### src/rtl/fft_mag_ram_writer_if.sv
// Bundles the FFT output stream and the spectrum RAM write port shared by the
// FFT source / RAM side (master) and the magnitude writer (slave).
interface fft_mag_ram_writer_if #(
  parameter int ADDR_WIDTH = 10,
  parameter int IN_WIDTH   = 16,
  parameter int OUT_WIDTH  = 32
);
  logic                         s_valid;
  logic signed [IN_WIDTH-1:0]   s_re;
  logic signed [IN_WIDTH-1:0]   s_im;
  logic                         s_last;
  logic                         ram_wr_en;
  logic        [ADDR_WIDTH-1:0] ram_wr_addr;
  logic        [OUT_WIDTH-1:0]  ram_wr_data;

  modport master (
    output s_valid, s_re, s_im, s_last,
    input  ram_wr_en, ram_wr_addr, ram_wr_data
  );

  modport slave (
    input  s_valid, s_re, s_im, s_last,
    output ram_wr_en, ram_wr_addr, ram_wr_data
  );
endinterface

### src/rtl/fft_mag_ram_writer.sv
// Captures one bin-aligned FFT frame, computes re^2+im^2 per bin and drives the
// spectrum RAM write port, handshaking arm/done with scope control.
module fft_mag_ram_writer #(
  parameter int ADDR_WIDTH = 10,
  parameter int IN_WIDTH   = 16,
  parameter int OUT_WIDTH  = 32
) (
  input  logic                wr_clk_i,
  input  logic                wr_rst_n_i,
  input  logic                arm_i,
  input  logic                clr_i,
  fft_mag_ram_writer_if.slave bus,
  output logic                busy_o,
  output logic                frame_done_o,
  output logic                ram_valid_o,
  output logic                len_err_o
);

  typedef enum logic [1:0] {IDLE, WAIT_SOF, CAPTURE, FLUSH} state_t;

  state_t                        state_q;
  logic        [ADDR_WIDTH-1:0]  cnt_q;
  logic                          flush_q;
  logic                          frame_done_q;
  logic                          ram_valid_q;
  logic                          len_err_q;

  logic                          s1_valid_q;
  logic        [ADDR_WIDTH-1:0]  s1_addr_q;
  logic signed [2*IN_WIDTH-1:0]  re_sq_q;
  logic signed [2*IN_WIDTH-1:0]  im_sq_q;
  logic                          wr_en_q;
  logic        [ADDR_WIDTH-1:0]  addr_q;
  logic        [OUT_WIDTH-1:0]   data_q;

  logic signed [2*IN_WIDTH-1:0]  re_ext_d;
  logic signed [2*IN_WIDTH-1:0]  im_ext_d;
  logic signed [2*IN_WIDTH-1:0]  re_sq_d;
  logic signed [2*IN_WIDTH-1:0]  im_sq_d;
  logic        [OUT_WIDTH-1:0]   sum_d;
  logic                          take_d;
  logic                          cnt_max_d;
  logic                          frame_end_d;

  assign take_d      = (state_q == CAPTURE) && bus.s_valid;
  assign cnt_max_d   = (cnt_q == {ADDR_WIDTH{1'b1}});
  assign frame_end_d = take_d && (cnt_max_d || bus.s_last);

  // Squares are non-negative and at most 2**30, so their sum always fits 32 bits.
  assign re_ext_d = {{IN_WIDTH{bus.s_re[IN_WIDTH-1]}}, bus.s_re};
  assign im_ext_d = {{IN_WIDTH{bus.s_im[IN_WIDTH-1]}}, bus.s_im};
  assign re_sq_d  = re_ext_d * re_ext_d;
  assign im_sq_d  = im_ext_d * im_ext_d;
  assign sum_d    = OUT_WIDTH'($unsigned(re_sq_q)) + OUT_WIDTH'($unsigned(im_sq_q));

  always_ff @(posedge wr_clk_i or negedge wr_rst_n_i) begin
    if (!wr_rst_n_i) begin
      state_q      <= IDLE;
      cnt_q        <= '0;
      flush_q      <= 1'b0;
      frame_done_q <= 1'b0;
      ram_valid_q  <= 1'b0;
      len_err_q    <= 1'b0;
    end else begin
      frame_done_q <= 1'b0;
      if (clr_i) begin
        state_q     <= IDLE;
        cnt_q       <= '0;
        flush_q     <= 1'b0;
        ram_valid_q <= 1'b0;
      end else begin
        case (state_q)
          IDLE: begin
            if (arm_i) begin
              state_q     <= WAIT_SOF;
              ram_valid_q <= 1'b0;
              len_err_q   <= 1'b0;
            end
          end
          WAIT_SOF: begin
            if (bus.s_valid && bus.s_last) begin
              state_q <= CAPTURE;
              cnt_q   <= '0;
            end
          end
          CAPTURE: begin
            if (take_d) begin
              cnt_q <= cnt_q + 1'b1;
              if (frame_end_d) begin
                state_q   <= FLUSH;
                flush_q   <= 1'b0;
                len_err_q <= !(cnt_max_d && bus.s_last);
              end
            end
          end
          FLUSH: begin
            // Two cycles drain the pipeline so done follows the final write.
            flush_q <= 1'b1;
            if (flush_q) begin
              state_q      <= IDLE;
              frame_done_q <= 1'b1;
              ram_valid_q  <= 1'b1;
            end
          end
          default: state_q <= IDLE;
        endcase
      end
    end
  end

  always_ff @(posedge wr_clk_i or negedge wr_rst_n_i) begin
    if (!wr_rst_n_i) begin
      s1_valid_q <= 1'b0;
      s1_addr_q  <= '0;
      re_sq_q    <= '0;
      im_sq_q    <= '0;
      wr_en_q    <= 1'b0;
      addr_q     <= '0;
      data_q     <= '0;
    end else if (clr_i) begin
      s1_valid_q <= 1'b0;
      wr_en_q    <= 1'b0;
    end else begin
      s1_valid_q <= take_d;
      if (take_d) begin
        s1_addr_q <= cnt_q;
        re_sq_q   <= re_sq_d;
        im_sq_q   <= im_sq_d;
      end
      wr_en_q <= s1_valid_q;
      if (s1_valid_q) begin
        addr_q <= s1_addr_q;
        data_q <= sum_d;
      end
    end
  end

  assign bus.ram_wr_en   = wr_en_q;
  assign bus.ram_wr_addr = addr_q;
  assign bus.ram_wr_data = data_q;
  assign busy_o          = (state_q != IDLE);
  assign frame_done_o    = frame_done_q;
  assign ram_valid_o     = ram_valid_q;
  assign len_err_o       = len_err_q;

endmodule
### src/flat_wrapper.sv
// flat-port wrapper written by rule: the top's interface ports become plain ports
module fft_mag_ram_writer_flat 
#(
  parameter int ADDR_WIDTH = 10,
  parameter int IN_WIDTH   = 16,
  parameter int OUT_WIDTH  = 32
)
  (wr_clk_i, wr_rst_n_i, arm_i, clr_i, busy_o, frame_done_o, ram_valid_o, len_err_o, bus_s_valid, bus_s_re, bus_s_im, bus_s_last, bus_ram_wr_en, bus_ram_wr_addr, bus_ram_wr_data);
  fft_mag_ram_writer_if #(.ADDR_WIDTH(ADDR_WIDTH), .IN_WIDTH(IN_WIDTH), .OUT_WIDTH(OUT_WIDTH)) bus_i ();
  input  logic wr_clk_i;
  input  logic wr_rst_n_i;
  input  logic arm_i;
  input  logic clr_i;
  output logic busy_o;
  output logic frame_done_o;
  output logic ram_valid_o;
  output logic len_err_o;
  input wire logic [$bits(bus_i.s_valid)-1:0] bus_s_valid;
  input wire logic [$bits(bus_i.s_re)-1:0] bus_s_re;
  input wire logic [$bits(bus_i.s_im)-1:0] bus_s_im;
  input wire logic [$bits(bus_i.s_last)-1:0] bus_s_last;
  output wire logic [$bits(bus_i.ram_wr_en)-1:0] bus_ram_wr_en;
  output wire logic [$bits(bus_i.ram_wr_addr)-1:0] bus_ram_wr_addr;
  output wire logic [$bits(bus_i.ram_wr_data)-1:0] bus_ram_wr_data;
  assign bus_i.s_valid = bus_s_valid;
  assign bus_i.s_re = bus_s_re;
  assign bus_i.s_im = bus_s_im;
  assign bus_i.s_last = bus_s_last;
  assign bus_ram_wr_en = bus_i.ram_wr_en;
  assign bus_ram_wr_addr = bus_i.ram_wr_addr;
  assign bus_ram_wr_data = bus_i.ram_wr_data;
  fft_mag_ram_writer #(.ADDR_WIDTH(ADDR_WIDTH), .IN_WIDTH(IN_WIDTH), .OUT_WIDTH(OUT_WIDTH)) u_core (.wr_clk_i(wr_clk_i), .wr_rst_n_i(wr_rst_n_i), .arm_i(arm_i), .clr_i(clr_i), .bus(bus_i), .busy_o(busy_o), .frame_done_o(frame_done_o), .ram_valid_o(ram_valid_o), .len_err_o(len_err_o));
endmodule
### config.mk
export PLATFORM = sky130hd
export DESIGN_NAME = fft_mag_ram_writer_flat
export DESIGN_NICKNAME = d
export VERILOG_FILES = /design/src/rtl/fft_mag_ram_writer_if.sv /design/src/rtl/fft_mag_ram_writer.sv /design/src/flat_wrapper.sv
export SDC_FILE = /design/constraint.sdc
export NUM_CORES = 1
export LEC_CHECK = 0
export BUFFER_PORTS_ARGS = -buffer_cell sky130_fd_sc_hd__buf_2
export CAP_MARGIN = 10
export CORE_AREA = 2 2 235 237
export CTS_BUF_LIST = sky130_fd_sc_hd__clkbuf_4 sky130_fd_sc_hd__clkbuf_8
export DETAILED_ROUTE_END_ITERATION = 10
export DIE_AREA = 0 0 237 239
export GPL_ROUTABILITY_DRIVEN = 0
export GPL_TIMING_DRIVEN = 0
export PLACE_DENSITY = 0.66
export SYNTH_ARGS = -nofsm -noshare
export SYNTH_HDL_FRONTEND = slang
export SYNTH_SLANG_ARGS = --single-unit
### constraint.sdc
create_clock -name wr_clk_i -period 3.6 [get_ports wr_clk_i]
set_clock_uncertainty 0.1 [all_clocks]
set_input_delay 0.54 -clock wr_clk_i [delete_from_list [all_inputs] [get_ports wr_clk_i]]
set_output_delay 0.54 -clock wr_clk_i [all_outputs]
set_load 0.02 [all_outputs]
==> impl_summary.log, run 1 <==
INFO  metric worst-r2r-setup-slack = 0.18 ns
INFO  metric mostFrequentLayoutCell = sky130_fd_sc_hd__inv_1
INFO  metric worstRegToRegCells = 9
INFO  metric design.core.area = 54300 µm²
INFO  metric synth_warnings = 0
INFO  metric timing.final.ws_setup = -2.22 ns
INFO  metric die_height = 239 µm
INFO  metric globalRouteOverflowTotal = 0
INFO  metric setup_violations = 51
INFO  metric sinks_on_clock_net = 132
INFO  metric syn2layout_area_growth = 26.7%
INFO  metric avgViaCountPerCell = 5.22
INFO  metric synth.yosys.seq_area_share = 13.7%
INFO  metric clk_root_buffer_cell = sky130_fd_sc_hd__clkbuf_8
INFO  metric global_route_wire_length_before_repair = 102000 µm
INFO  metric cts_max_path_buffers = 2
INFO  metric crit_required = 3.86 ns
INFO  metric cp.arrival = 6.08 ns
INFO  metric numCtsBuffers = 17
INFO  metric final_nets = 3649
INFO  metric worstSetupEndpointType = register
INFO  metric register_area = 3300 µm²
INFO  metric drt_drc_violations_left = 0
INFO  metric post_drt_wl_per_cell = 17.3 µm
INFO  metric max-cap-violations = 0
INFO  metric max_freq = 172 MHz
INFO  metric die-width = 237 µm
INFO  metric antenna_violating_nets_post_route = 0
INFO  metric h_tree_level_count = 4
INFO  metric grt_max_degree = 68
INFO  metric io_buffers = 80
INFO  metric initial_core_util = 44.3%
INFO  metric clk-insertion-delay-late = 0.47 ns
INFO  metric dr_total_vias = 19000
INFO  metric ys.flop_type = sky130_fd_sc_hd__dfrtp_1
INFO  metric num_io_pins = 85
INFO  metric mostFrequentLayoutCells = sky130_fd_sc_hd__inv_1, sky130_fd_sc_hd__fa_1, sky130_fd_sc_hd__nand2_1, sky130_fd_sc_hd__ha_1, sky130_fd_sc_hd__dfrtp_1
INFO  metric drt_iter0_markers = 1047
INFO  metric placementRows = 86
INFO  metric synth_cells = 2647
INFO  metric number_of_antenna_violations_at_the_first_check_in_global_routing = 1
INFO  metric reg2reg_to = u_core.re_sq_q[7]$_DFFE_PN0P_
INFO  metric drive_gt1_share = 25.5%
INFO  metric yosys-top-cells-area = sky130_fd_sc_hd__fa_1, sky130_fd_sc_hd__dfrtp_1, sky130_fd_sc_hd__ha_1
INFO  metric synth_top_cell_by_area = sky130_fd_sc_hd__fa_1
INFO  metric synth.net_count = 3362
INFO  metric die-area = 56600 µm²
INFO  metric post_layout_nonfiller_instances = 3651
INFO  metric postRouteWirelength = 63200 µm
INFO  metric clkSlewWorstSetupHoldPaths = 0.10 ns
INFO  metric critical_path.startpoint = bus_s_im[1]
INFO  metric dp_cells = 3432
INFO  metric place.detailed.hpwl = 49500 µm
INFO  metric multi_input_area = 19900 µm²
INFO  metric finalCriticalPeriod = 5.82 ns
INFO  metric number_of_global_route_vias_before_repair = 20800
INFO  metric netlist_area = 24100 µm²
INFO  metric timing.final.max_slew_violations = 0
INFO  metric synth-seq-cells = 132
INFO  metric run_status = complete, but fails checks
INFO  metric min_period_over_period = 162%
INFO  metric criticalPathCategory = primary input to register
INFO  metric ys_async_sr_fraction = 100%
INFO  metric count_of_different_cell_masters_after_synthesis = 64
INFO  metric start_kind = primary input
INFO  metric cts_tree = done
INFO  metric rsz0062_at_grt = true
INFO  metric critical_path.max_fanout = 5
INFO  metric finalHoldViolCount = 0
INFO  metric synth_largest_type_area_fraction = 38.8%
INFO  metric post_synth.cell_area_avg = 9.09 µm²
INFO  metric synth_enable_flop_cells = 0
INFO  metric global_route_total_usage_across_every_layer = 22.8%
INFO  metric worstMarginPinSlew = 0.878 ns
INFO  metric regToRegStartpoint = u_core.state_q[0]$_DFFE_PN0P_
INFO  metric critPathCapture = u_core.im_sq_q[29]$_DFFE_PN0P_
INFO  metric failed_checks = setup timing
INFO  metric slew_headroom = 41.5%
INFO  metric hp-class = primary input to register
INFO  metric detail_route.first_pass.iterations = 7
INFO  metric filler_cell_count = 4552
## Yosys cell counts, types with 3 or more instances
master,number
sky130_fd_sc_hd__and4_1,3
sky130_fd_sc_hd__nor2b_1,4
sky130_fd_sc_hd__ha_1,210
sky130_fd_sc_hd__a31o_2,11
sky130_fd_sc_hd__a22o_1,3
sky130_fd_sc_hd__nor4_1,3
sky130_fd_sc_hd__nor3_1,18
sky130_fd_sc_hd__nand4_1,9
sky130_fd_sc_hd__o21bai_1,8
sky130_fd_sc_hd__clkbuf_1,76
sky130_fd_sc_hd__o21ai_1,30
sky130_fd_sc_hd__dfrtp_1,132
sky130_fd_sc_hd__or2_2,3
sky130_fd_sc_hd__nand3_1,22
sky130_fd_sc_hd__and2_1,85
sky130_fd_sc_hd__o211ai_1,5
sky130_fd_sc_hd__nand2b_1,13
sky130_fd_sc_hd__xnor2_1,74
sky130_fd_sc_hd__xor2_1,29
sky130_fd_sc_hd__o31ai_1,15
sky130_fd_sc_hd__and3_1,13
sky130_fd_sc_hd__nor2_1,89
sky130_fd_sc_hd__a21o_1,33
sky130_fd_sc_hd__o21ai_0,82
sky130_fd_sc_hd__mux2i_1,6
sky130_fd_sc_hd__a21boi_0,3
sky130_fd_sc_hd__inv_1,664
sky130_fd_sc_hd__or3_1,11
sky130_fd_sc_hd__o21a_1,10
sky130_fd_sc_hd__a211oi_1,18
sky130_fd_sc_hd__buf_1,5
sky130_fd_sc_hd__nand2_1,364
sky130_fd_sc_hd__o41ai_1,6
sky130_fd_sc_hd__a31oi_1,10
sky130_fd_sc_hd__fa_1,467
sky130_fd_sc_hd__a21oi_1,75
## what timing repair did
action / 4_1_cts / 5_1_grt
cloned: 1 / 1
pin swaps: 181 / 147
hold endpoints to repair: 34 / 0
setup endpoints to repair: 52 / 57
gates resized for setup: 324 / 169
setup buffers: 128 / 63
hold buffers: 1 / 0
## registers in the layout, indices dropped and copies added (netlist names)
name,count
u_core.s1_valid_q,1
u_core.state_q,2
u_core.len_err_o,1
u_core.re_sq_q,31
u_core.flush_q,1
u_core.frame_done_o,1
u_core.ram_valid_o,1
u_core.cnt_q,10
u_core.s1_addr_q,10
u_core.bus.ram_wr_addr,10
u_core.bus.ram_wr_en,1
u_core.bus.ram_wr_data,32
u_core.im_sq_q,31
## per-layer routing
metal	share of wire, %	global-route usage, %	up-vias
met5	0	0	-
met4	2.9	6.66	0
met3	6.1	3.80	136
met2	51	39.9	557
met1	40	28.9	9725
li1	-	-	8622
## stage by stage
step	util [%]	setup TNS (ns)	hold WS, ns	cell area [µm²]	worst slack (ns)
after floorplan	-	-82.07	0.144	25300	-2.34
after global placement	48.8	-115.92	0.354	26500	-3.04
after detailed placement	48.9	-118.47	0.359	26600	-3.12
after CTS	54.1	-80.55	0.327	29400	-2.22
after global routing	56.1	-91.39	0.343	30500	-2.37
final	56.1	-84.19	0.342	30500	-2.22
## logic make-up (layout without fill, tap and decap cells)
logic type      Yosys count  after routing  share of synthesized area [%]
buf+inv                 747           1046                           11.6
mux                       8              8                          0.343
simple gates            646            646                           12.0
fa+ha+maj               677            677                           49.8
xor+xnor                103            103                           3.75
other cells               0              1                              0
flops                   132            132                           13.7
compound gates          334            334                           8.81
## worst min path at each step
stage                                                from                                     to  slack (ns)  cells after the start
global placement    u_core.bus.ram_wr_data[2]$_DFFE_PN0P_  u_core.bus.ram_wr_data[2]$_DFFE_PN0P_        0.35                      2
detailed placement  u_core.bus.ram_wr_addr[4]$_DFFE_PN0P_  u_core.bus.ram_wr_addr[4]$_DFFE_PN0P_        0.36                      2
global route                                        arm_i         u_core.ram_valid_o$_DFFE_PN0P_        0.34                      3
CTS                                            bus_s_last           u_core.len_err_o$_DFFE_PN0P_        0.33                      4
floorplan                                      wr_rst_n_i  u_core.bus.ram_wr_addr[0]$_DFFE_PN0P_        0.14                      0
finish                                         bus_s_last           u_core.len_err_o$_DFFE_PN0P_        0.34                      4
## layout make-up
| type | count | area share (%) |
|---|---|---|
| buffer | 79 | 3.60 |
| antenna | 1 | 0.00821 |
| clock buffer | 17 | 0.767 |
| inverter | 666 | 8.30 |
| clock inverter | 14 | 0.460 |
| multi-input combinational | 1768 | 65.2 |
| tap | 704 | 2.89 |
| sequential | 132 | 10.8 |
| timing repair buffer | 270 | 7.96 |
## worst max-delay path: stages
cell	delay (ns)
sky130_fd_sc_hd__buf_6	0.10
sky130_fd_sc_hd__clkbuf_16	0.15
sky130_fd_sc_hd__and2_4	0.16
sky130_fd_sc_hd__buf_6	0.11
sky130_fd_sc_hd__fa_1	0.55
sky130_fd_sc_hd__inv_2	0.05
sky130_fd_sc_hd__fa_2	0.58
sky130_fd_sc_hd__fa_2	0.44
sky130_fd_sc_hd__inv_2	0.07
sky130_fd_sc_hd__fa_2	0.45
sky130_fd_sc_hd__fa_1	0.49
sky130_fd_sc_hd__inv_1	0.05
sky130_fd_sc_hd__fa_1	0.48
sky130_fd_sc_hd__inv_2	0.04
sky130_fd_sc_hd__ha_4	0.24
sky130_fd_sc_hd__a21oi_4	0.15
sky130_fd_sc_hd__o21ai_2	0.08
sky130_fd_sc_hd__a221oi_2	0.34
sky130_fd_sc_hd__nand2b_4	0.20
sky130_fd_sc_hd__a21oi_2	0.09
sky130_fd_sc_hd__o31a_1	0.33
sky130_fd_sc_hd__o21a_1	0.20
sky130_fd_sc_hd__o31ai_2	0.18
Power of run 1 is left out: the tool's default activity adds up to more than one toggle a clock period on the data nets, which glitch-free logic cannot reach.
==> run 2, diff against run 1 <==
Settings changed: BUFFER_PORTS_ARGS -buffer_cell sky130_fd_sc_hd__buf_2 to -buffer_cell sky130_fd_sc_hd__buf_4, PLACE_DENSITY 0.66 to unset, PLACE_DENSITY_LB_ADDON set to 0.15.
==> run 2 against run 1 <==
Critical path type unchanged. Cell area is 0.93% higher. Clock-buffer cell count is 3 higher. Critical path depth is 2 lower. Utilization is 0.52 points higher. The run still ends with setup timing left. Setup slack better by 0.0021 ns.
==> impl_summary.log, run 2 (synthesized netlist as in run 1, its figures left out) <==
INFO  metric dr_total_vias = 18700 (was 19000)
INFO  metric syn2layout_area_growth = 27.8% (was 26.7%)
INFO  metric drt_iter0_markers = 993 (was 1047)
INFO  metric preCtsSetupSlack = -3.05 ns (was -3.12 ns)
INFO  metric design.core.area = 54300 µm² (unchanged)
INFO  metric hp-class = primary input to register (unchanged)
INFO  metric postRouteWirelength = 62600 µm (was 63200 µm)
INFO  metric failed_checks = setup timing (unchanged)
INFO  metric filler_cell_count = 4762 (was 4552)
INFO  metric worstMarginPinSlew = 0.811 ns (was 0.878 ns)
INFO  metric multi_input_area = 19800 µm² (was 19900 µm²)
INFO  metric final_nets = 3668 (was 3649)
INFO  metric number_of_antenna_violations_at_the_first_check_in_global_routing = 0 (was 1)
INFO  metric finalHoldViolCount = 0 (unchanged)
INFO  metric cts_max_path_buffers = 2 (unchanged)
INFO  metric num_io_pins = 85 (unchanged)
INFO  metric placementRows = 86 (unchanged)
INFO  metric slew_headroom = 46.0% (was 41.5%)
INFO  metric timing.final.ws_setup = -2.21 ns (was -2.22 ns)
INFO  metric max_freq = 172 MHz (about the same)
INFO  metric mostFrequentLayoutCells = sky130_fd_sc_hd__inv_1, sky130_fd_sc_hd__fa_1, sky130_fd_sc_hd__nand2_1, sky130_fd_sc_hd__buf_4, sky130_fd_sc_hd__ha_1 (was sky130_fd_sc_hd__inv_1, sky130_fd_sc_hd__fa_1, sky130_fd_sc_hd__nand2_1, sky130_fd_sc_hd__ha_1, sky130_fd_sc_hd__dfrtp_1)
INFO  metric worstSetupEndpointType = register (unchanged)
INFO  metric crit_required = 3.83 ns (was 3.86 ns)
INFO  metric die-width = 237 µm (unchanged)
INFO  metric rsz0062_at_grt = true (unchanged)
INFO  metric max-cap-violations = 0 (unchanged)
INFO  metric io_buffers = 80 (unchanged)
INFO  metric die_height = 239 µm (unchanged)
INFO  metric start_kind = primary input (unchanged)
INFO  metric numCtsBuffers = 17 (unchanged)
INFO  metric globalRouteMet3Util = 4.06% (was 3.80%)
INFO  metric mostFrequentLayoutCell = sky130_fd_sc_hd__inv_1 (unchanged)
INFO  metric number_of_global_route_vias_before_repair = 20100 (was 20800)
INFO  metric criticalPathCategory = primary input to register (unchanged)
INFO  metric use_met2 = 39.2% (was 39.9%)
INFO  metric sinks_on_clock_net = 132 (unchanged)
INFO  metric h_tree_level_count = 4 (unchanged)
INFO  metric largest_reg_flops = 32 (unchanged)
INFO  metric drt_drc_violations_left = 0 (unchanged)
INFO  metric finalCriticalPeriod = 5.81 ns (was 5.82 ns)
INFO  metric timing.final.max_slew_violations = 0 (unchanged)
INFO  metric antenna_violating_nets_post_route = 0 (unchanged)
INFO  metric grt_max_degree = 81 (was 68)
INFO  metric initial_core_util = 44.3% (unchanged)
INFO  metric critical_path.max_fanout = 8 (was 5)
INFO  metric global_route_wire_length_before_repair = 102000 µm (about the same)
INFO  metric detail_route.first_pass.iterations = 7 (unchanged)
INFO  metric register_area = 3300 µm² (unchanged)
INFO  metric clk-insertion-delay-late = 0.48 ns (was 0.47 ns)
INFO  metric min_period_over_period = 162% (about the same)
INFO  metric setup_violations = 51 (unchanged)
INFO  metric clkSlewWorstSetupHoldPaths = 0.08 ns (was 0.10 ns)
INFO  metric cp.arrival = 6.05 ns (was 6.08 ns)
INFO  metric finalHoldWorstSlack = 0.338 ns (was 0.342 ns)
INFO  metric run_status = complete, but fails checks (unchanged)
INFO  metric drive_gt1_share = 25.2% (was 25.5%)
INFO  metric global_route_total_usage_across_every_layer = 23.0% (was 22.8%)
INFO  metric cts_tree = done (unchanged)
INFO  metric global_route.peak_usage_layer = met2 (unchanged)
INFO  metric die-area = 56600 µm² (unchanged)
INFO  metric post_drt_wl_per_cell = 17.1 µm (was 17.3 µm)
INFO  metric clk_root_buffer_cell = sky130_fd_sc_hd__clkbuf_8 (unchanged)
INFO  metric grtUsageMet1 = 30.4% (was 28.9%)
INFO  metric avgViaCountPerCell = 5.11 (was 5.22)
INFO  metric fin_setup_tns = -83.37 ns (was -84.19 ns)
INFO  metric place.detailed.hpwl = 49500 µm (about the same)
INFO  metric globalRouteOverflowTotal = 0 (unchanged)
## run 2: cell types whose count changed in the layout (fill, tap and decap cells not counted), moves of 6 or more
cell / change
sky130_fd_sc_hd__inv_1: +10
sky130_fd_sc_hd__buf_12: +7
sky130_fd_sc_hd__buf_2: -53
sky130_fd_sc_hd__buf_4: +77
sky130_fd_sc_hd__inv_2: -12
sky130_fd_sc_hd__nand2_1: +6
sky130_fd_sc_hd__buf_8: -7
sky130_fd_sc_hd__inv_6: -7
## run 2: layout make-up
cell class                 count  area share [%]
sequential                   132            10.7
clock inverter                12           0.553
multi-input combinational   1768            64.4
antenna                        1         0.00813
timing repair buffer         291            8.91
tap                          704            2.86
clock buffer                  20           0.874
inverter                     666            8.25
buffer                        77            3.44
## run 2: per-layer routing
layer  vias to the layer above  part of all wire [%]
met5                         -                     0
met4                         0                   2.2
met3                        85                   5.4
met2                       391                    50
met1                      9601                    43
li1                       8665                     -
## run 2: critical path, cell delays in order
cell,delay [ns]
sky130_fd_sc_hd__buf_8,0.10
sky130_fd_sc_hd__clkbuf_16,0.15
sky130_fd_sc_hd__and2_4,0.15
sky130_fd_sc_hd__fa_2,0.64
sky130_fd_sc_hd__buf_6,0.13
sky130_fd_sc_hd__fa_2,0.45
sky130_fd_sc_hd__fa_2,0.56
sky130_fd_sc_hd__fa_2,0.44
sky130_fd_sc_hd__fa_1,0.50
sky130_fd_sc_hd__inv_2,0.04
sky130_fd_sc_hd__fa_1,0.48
sky130_fd_sc_hd__inv_2,0.05
sky130_fd_sc_hd__ha_4,0.24
sky130_fd_sc_hd__a22o_1,0.18
sky130_fd_sc_hd__or4_4,0.49
sky130_fd_sc_hd__a21oi_4,0.26
sky130_fd_sc_hd__buf_4,0.17
sky130_fd_sc_hd__buf_6,0.08
sky130_fd_sc_hd__o31ai_2,0.06
sky130_fd_sc_hd__xnor2_1,0.22
sky130_fd_sc_hd__o21ai_0,0.10
## run 2: final timing paths
path                       depth (start not counted)                            start  slack (ns)                                     to
setup / recovery                                  21                      bus_s_im[1]       -2.21         u_core.im_sq_q[26]$_DFFE_PN0P_
hold / removal                                     4                       bus_s_last        0.34           u_core.len_err_o$_DFFE_PN0P_
setup reg to reg                                   8    u_core.state_q[0]$_DFFE_PN0P_        0.23          u_core.im_sq_q[9]$_DFFE_PN0P_
hold reg to reg                                    2  u_core.s1_addr_q[3]$_DFFE_PN0P_        0.37  u_core.bus.ram_wr_addr[3]$_DFFE_PN0P_
max in group asynchronous                          3                       wr_rst_n_i        2.16         u_core.re_sq_q[19]$_DFFE_PN0P_
min in group asynchronous                          2                       wr_rst_n_i        0.47  u_core.bus.ram_wr_data[7]$_DFFE_PN0P_
## run 2: per-stage QoR
| step | utilization, % | instance area [µm²] | instances |
|---|---|---|---|
| 4_1_cts | 54.1 | 29400 | 3586 |
| 2_1_floorplan | - | 25300 | 2647 |
| 3_5_place_dp | 49.3 | 26800 | 3432 |
| 3_3_place_gp | 49.2 | 26700 | 3431 |
| 5_1_grt | 56.6 | 30800 | 3670 |
| 6_report | 56.6 | 30800 | 3671 |
## run 2: timing repair
item | CTS | global route
hold endpoints to repair | 52 | 0
setup endpoints to repair | 52 | 66
buffers inserted | 121 | 95
gates resized for setup | 257 | 189
pin swaps | 156 | 154
hold buffers | 1 | 0
gates cloned | 3 | 0
Power of run 2 is left out for the same reason.
==> run 3, diff against run 2 <==
Settings changed: BUFFER_PORTS_ARGS -buffer_cell sky130_fd_sc_hd__buf_4 to unset, DONT_BUFFER_PORTS set to 1.
==> run 3 against run 2 <==
The flow finishes with violations (hold timing, setup timing). Critical endpoint is now u_core.re_sq_q[31]$_DFFE_PN0P_. Global-route usage down 0.30 points. Via count is 3.3% lower. Critical path type unchanged. Utilization fell by 3.4 points.
==> impl_summary.log, run 3 (synthesized netlist as in run 1, its figures left out) <==
INFO  metric timing.final.ws_setup = -2.11 ns (was -2.21 ns)
INFO  metric filler_cell_count = 4894 (was 4762)
INFO  metric critPathCapture = u_core.re_sq_q[31]$_DFFE_PN0P_ (was u_core.im_sq_q[26]$_DFFE_PN0P_)
INFO  metric clkSlewWorstSetupHoldPaths = 0.08 ns (about the same)
INFO  metric die-area = 56600 µm² (unchanged)
INFO  metric drive_gt1_share = 20.2% (was 25.2%)
INFO  metric crit_path_max_delay_cell_type = sky130_fd_sc_hd__fa_2 (unchanged)
INFO  metric multi_input_area = 19700 µm² (was 19800 µm²)
INFO  metric number_of_antenna_violations_at_the_first_check_in_global_routing = 1 (was 0)
INFO  metric final_nets = 3509 (was 3668)
INFO  metric finalHoldViolCount = 132 (was 0)
INFO  metric setup_violations = 51 (unchanged)
INFO  metric globalRouteOverflowTotal = 0 (unchanged)
INFO  metric slew_headroom = 48.0% (was 46.0%)
INFO  metric critical_path_max_stage_delay = 0.65 ns (was 0.64 ns)
INFO  metric worst-r2r-setup-slack = 0.21 ns (was 0.23 ns)
INFO  metric critical_path.startpoint = bus_s_re[15] (was bus_s_im[1])
INFO  metric cp.arrival = 5.95 ns (was 6.05 ns)
INFO  metric io_buffers = 0 (was 80)
INFO  metric crit_top_cell = sky130_fd_sc_hd__fa_1 (was sky130_fd_sc_hd__fa_2)
INFO  metric mostFrequentLayoutCell = sky130_fd_sc_hd__inv_1 (unchanged)
INFO  metric syn2layout_area_growth = 20.1% (was 27.8%)
INFO  metric min_period_over_period = 159% (was 162%)
INFO  metric die-width = 237 µm (unchanged)
INFO  metric placementRows = 86 (unchanged)
INFO  metric design.core.area = 54300 µm² (unchanged)
INFO  metric worstMarginPinSlew = 0.781 ns (was 0.811 ns)
INFO  metric drt_drc_violations_left = 0 (unchanged)
INFO  metric sinks_on_clock_net = 132 (unchanged)
INFO  metric rsz0062_at_grt = true (unchanged)
INFO  metric number_of_global_route_vias_before_repair = 19900 (was 20100)
INFO  metric mostFrequentLayoutCells = sky130_fd_sc_hd__inv_1, sky130_fd_sc_hd__fa_1, sky130_fd_sc_hd__nand2_1, sky130_fd_sc_hd__ha_1, sky130_fd_sc_hd__dfrtp_1 (was sky130_fd_sc_hd__inv_1, sky130_fd_sc_hd__fa_1, sky130_fd_sc_hd__nand2_1, sky130_fd_sc_hd__buf_4, sky130_fd_sc_hd__ha_1)
INFO  metric largest_reg_flops = 32 (unchanged)
INFO  metric detail_route.first_pass.iterations = 5 (was 7)
INFO  metric initial_core_util = 44.3% (unchanged)
INFO  metric criticalPathCategory = primary input to register (unchanged)
INFO  metric run_status = complete, but fails checks (unchanged)
INFO  metric place.detailed.hpwl = 49500 µm (about the same)
INFO  metric failed_checks = hold timing, setup timing (was setup timing)
INFO  metric preCtsSetupSlack = -2.82 ns (was -3.05 ns)
INFO  metric hp-class = primary input to asynchronous set/reset pin (was primary input to register)
INFO  metric grt_max_degree = 133 (was 81)
INFO  metric post_drt_wl_per_cell = 17.5 µm (was 17.1 µm)
INFO  metric antenna_cells = 0 (was 1)
INFO  metric postRouteWirelength = 61400 µm (was 62600 µm)
INFO  metric worstRegToRegCells = 8 (unchanged)
INFO  metric max_freq = 175 MHz (was 172 MHz)
INFO  metric crit_required = 3.84 ns (was 3.83 ns)
INFO  metric num_io_pins = 85 (unchanged)
INFO  metric clk-insertion-delay-late = 0.46 ns (was 0.48 ns)
INFO  metric reg2reg_to = u_core.re_sq_q[26]$_DFFE_PN0P_ (was u_core.im_sq_q[9]$_DFFE_PN0P_)
INFO  metric drt_iter0_markers = 893 (was 993)
INFO  metric max-cap-violations = 0 (unchanged)
INFO  metric antenna_violating_nets_post_route = 0 (unchanged)
INFO  metric worstSetupEndpointType = register (unchanged)
INFO  metric global_route_wire_length_before_repair = 100000 µm (was 102000 µm)
INFO  metric start_kind = primary input (unchanged)
INFO  metric cts_max_path_buffers = 2 (unchanged)
INFO  metric register_area = 3300 µm² (unchanged)
INFO  metric regToRegStartpoint = u_core.state_q[0]$_DFFE_PN0P_ (unchanged)
INFO  metric h_tree_level_count = 4 (unchanged)
INFO  metric finalHoldWorstSlack = -0.327 ns (was 0.338 ns)
INFO  metric timing.final.max_slew_violations = 0 (unchanged)
INFO  metric finalCriticalPeriod = 5.71 ns (was 5.81 ns)
INFO  metric avgViaCountPerCell = 5.16 (was 5.11)
INFO  metric clk_root_buffer_cell = sky130_fd_sc_hd__clkbuf_8 (unchanged)
INFO  metric crit_path_cell_trace = clkbuf_16, and2_4, fa_2, buf_6, fa_2, buf_4, fa_1, fa_1, fa_1, fa_1, ha_4, a21o_1, a21o_1, a21oi_2, o21ai_2, a31oi_4, o21ai_2, a21o_1, a211o_1 (was buf_8, clkbuf_16, and2_4, fa_2, buf_6, fa_2, fa_2, fa_2, fa_1, inv_2, fa_1, inv_2, ha_4, a22o_1, or4_4, a21oi_4, buf_4, buf_6, o31ai_2, xnor2_1, o21ai_0)
INFO  metric cts_tree = done (unchanged)
INFO  metric global_route_total_usage_across_every_layer = 22.7% (was 23.0%)
INFO  metric critical_path.max_fanout = 11 (was 8)
INFO  metric numCtsBuffers = 17 (unchanged)
INFO  metric dr_total_vias = 18100 (was 18700)
INFO  metric die_height = 239 µm (unchanged)
-- run 3: cell type report --
type                       count  area share (%)
buffer                        78            3.28
multi-input combinational   1768            68.1
tap                          704            3.05
sequential                   132            11.4
timing repair buffer         131            4.04
clock buffer                  19           0.861
inverter                     666            8.74
clock inverter                13           0.519
-- run 3: how the worst min path moves through the flow --
stage / from / cells past startpoint / slack (ns) / endpoint
CTS: wr_rst_n_i / 0 / -0.36 / u_core.flush_q$_DFFE_PN0P_
finish: wr_rst_n_i / 0 / -0.33 / u_core.bus.ram_wr_data[9]$_DFFE_PN0P_
detailed placement: wr_rst_n_i / 0 / 0.15 / u_core.bus.ram_wr_data[6]$_DFFE_PN0P_
floorplan: wr_rst_n_i / 0 / 0.14 / u_core.bus.ram_wr_addr[0]$_DFFE_PN0P_
global placement: wr_rst_n_i / 0 / 0.15 / u_core.bus.ram_wr_data[7]$_DFFE_PN0P_
global route: wr_rst_n_i / 0 / -0.37 / u_core.flush_q$_DFFE_PN0P_
-- run 3: worst max-delay path, delay by kind of cell --
kind	cells	cell delay, ns
AND/OR/NAND/NOR	1	0.17
buffers and inverters	3	0.42
AO/OA/AOI/OAI	8	1.40
adder cells (fa/ha/maj)	7	3.44
-- run 3: stage by stage --
stage               instance area (µm²)  instances  hold WS [ns]  setup TNS (ns)  utilization, %
floorplan                         25300       2647         0.144          -82.07               -
global placement                  26100       3351         0.149         -103.25            48.1
detailed placement                26100       3351         0.148         -104.75            48.1
CTS                               28000       3465        -0.363          -73.86            51.5
global route                      28900       3511        -0.369          -86.29            53.2
finish                            28900       3511        -0.327          -79.46            53.2
-- run 3: routing by layer --
| metal | GRT usage [%] | vias to the layer above | share of wire [%] |
|---|---|---|---|
| met5 | 0 | - | 0 |
| met4 | 5.87 | 0 | 2.3 |
| met3 | 5.05 | 83 | 6.4 |
| met2 | 38.8 | 407 | 49 |
| met1 | 29.2 | 9295 | 42 |
| li1 | - | 8339 | - |
-- run 3: timing repair --
action | 4_1_cts | 5_1_grt
endpoints found under the setup margin | 51 | 62
gates resized for setup | 181 | 155
pin swaps | 117 | 138
gates cloned | 1 | 1
hold endpoints to repair | 132 | 132
setup buffers | 85 | 52
Power of run 3 is left out for the same reason.
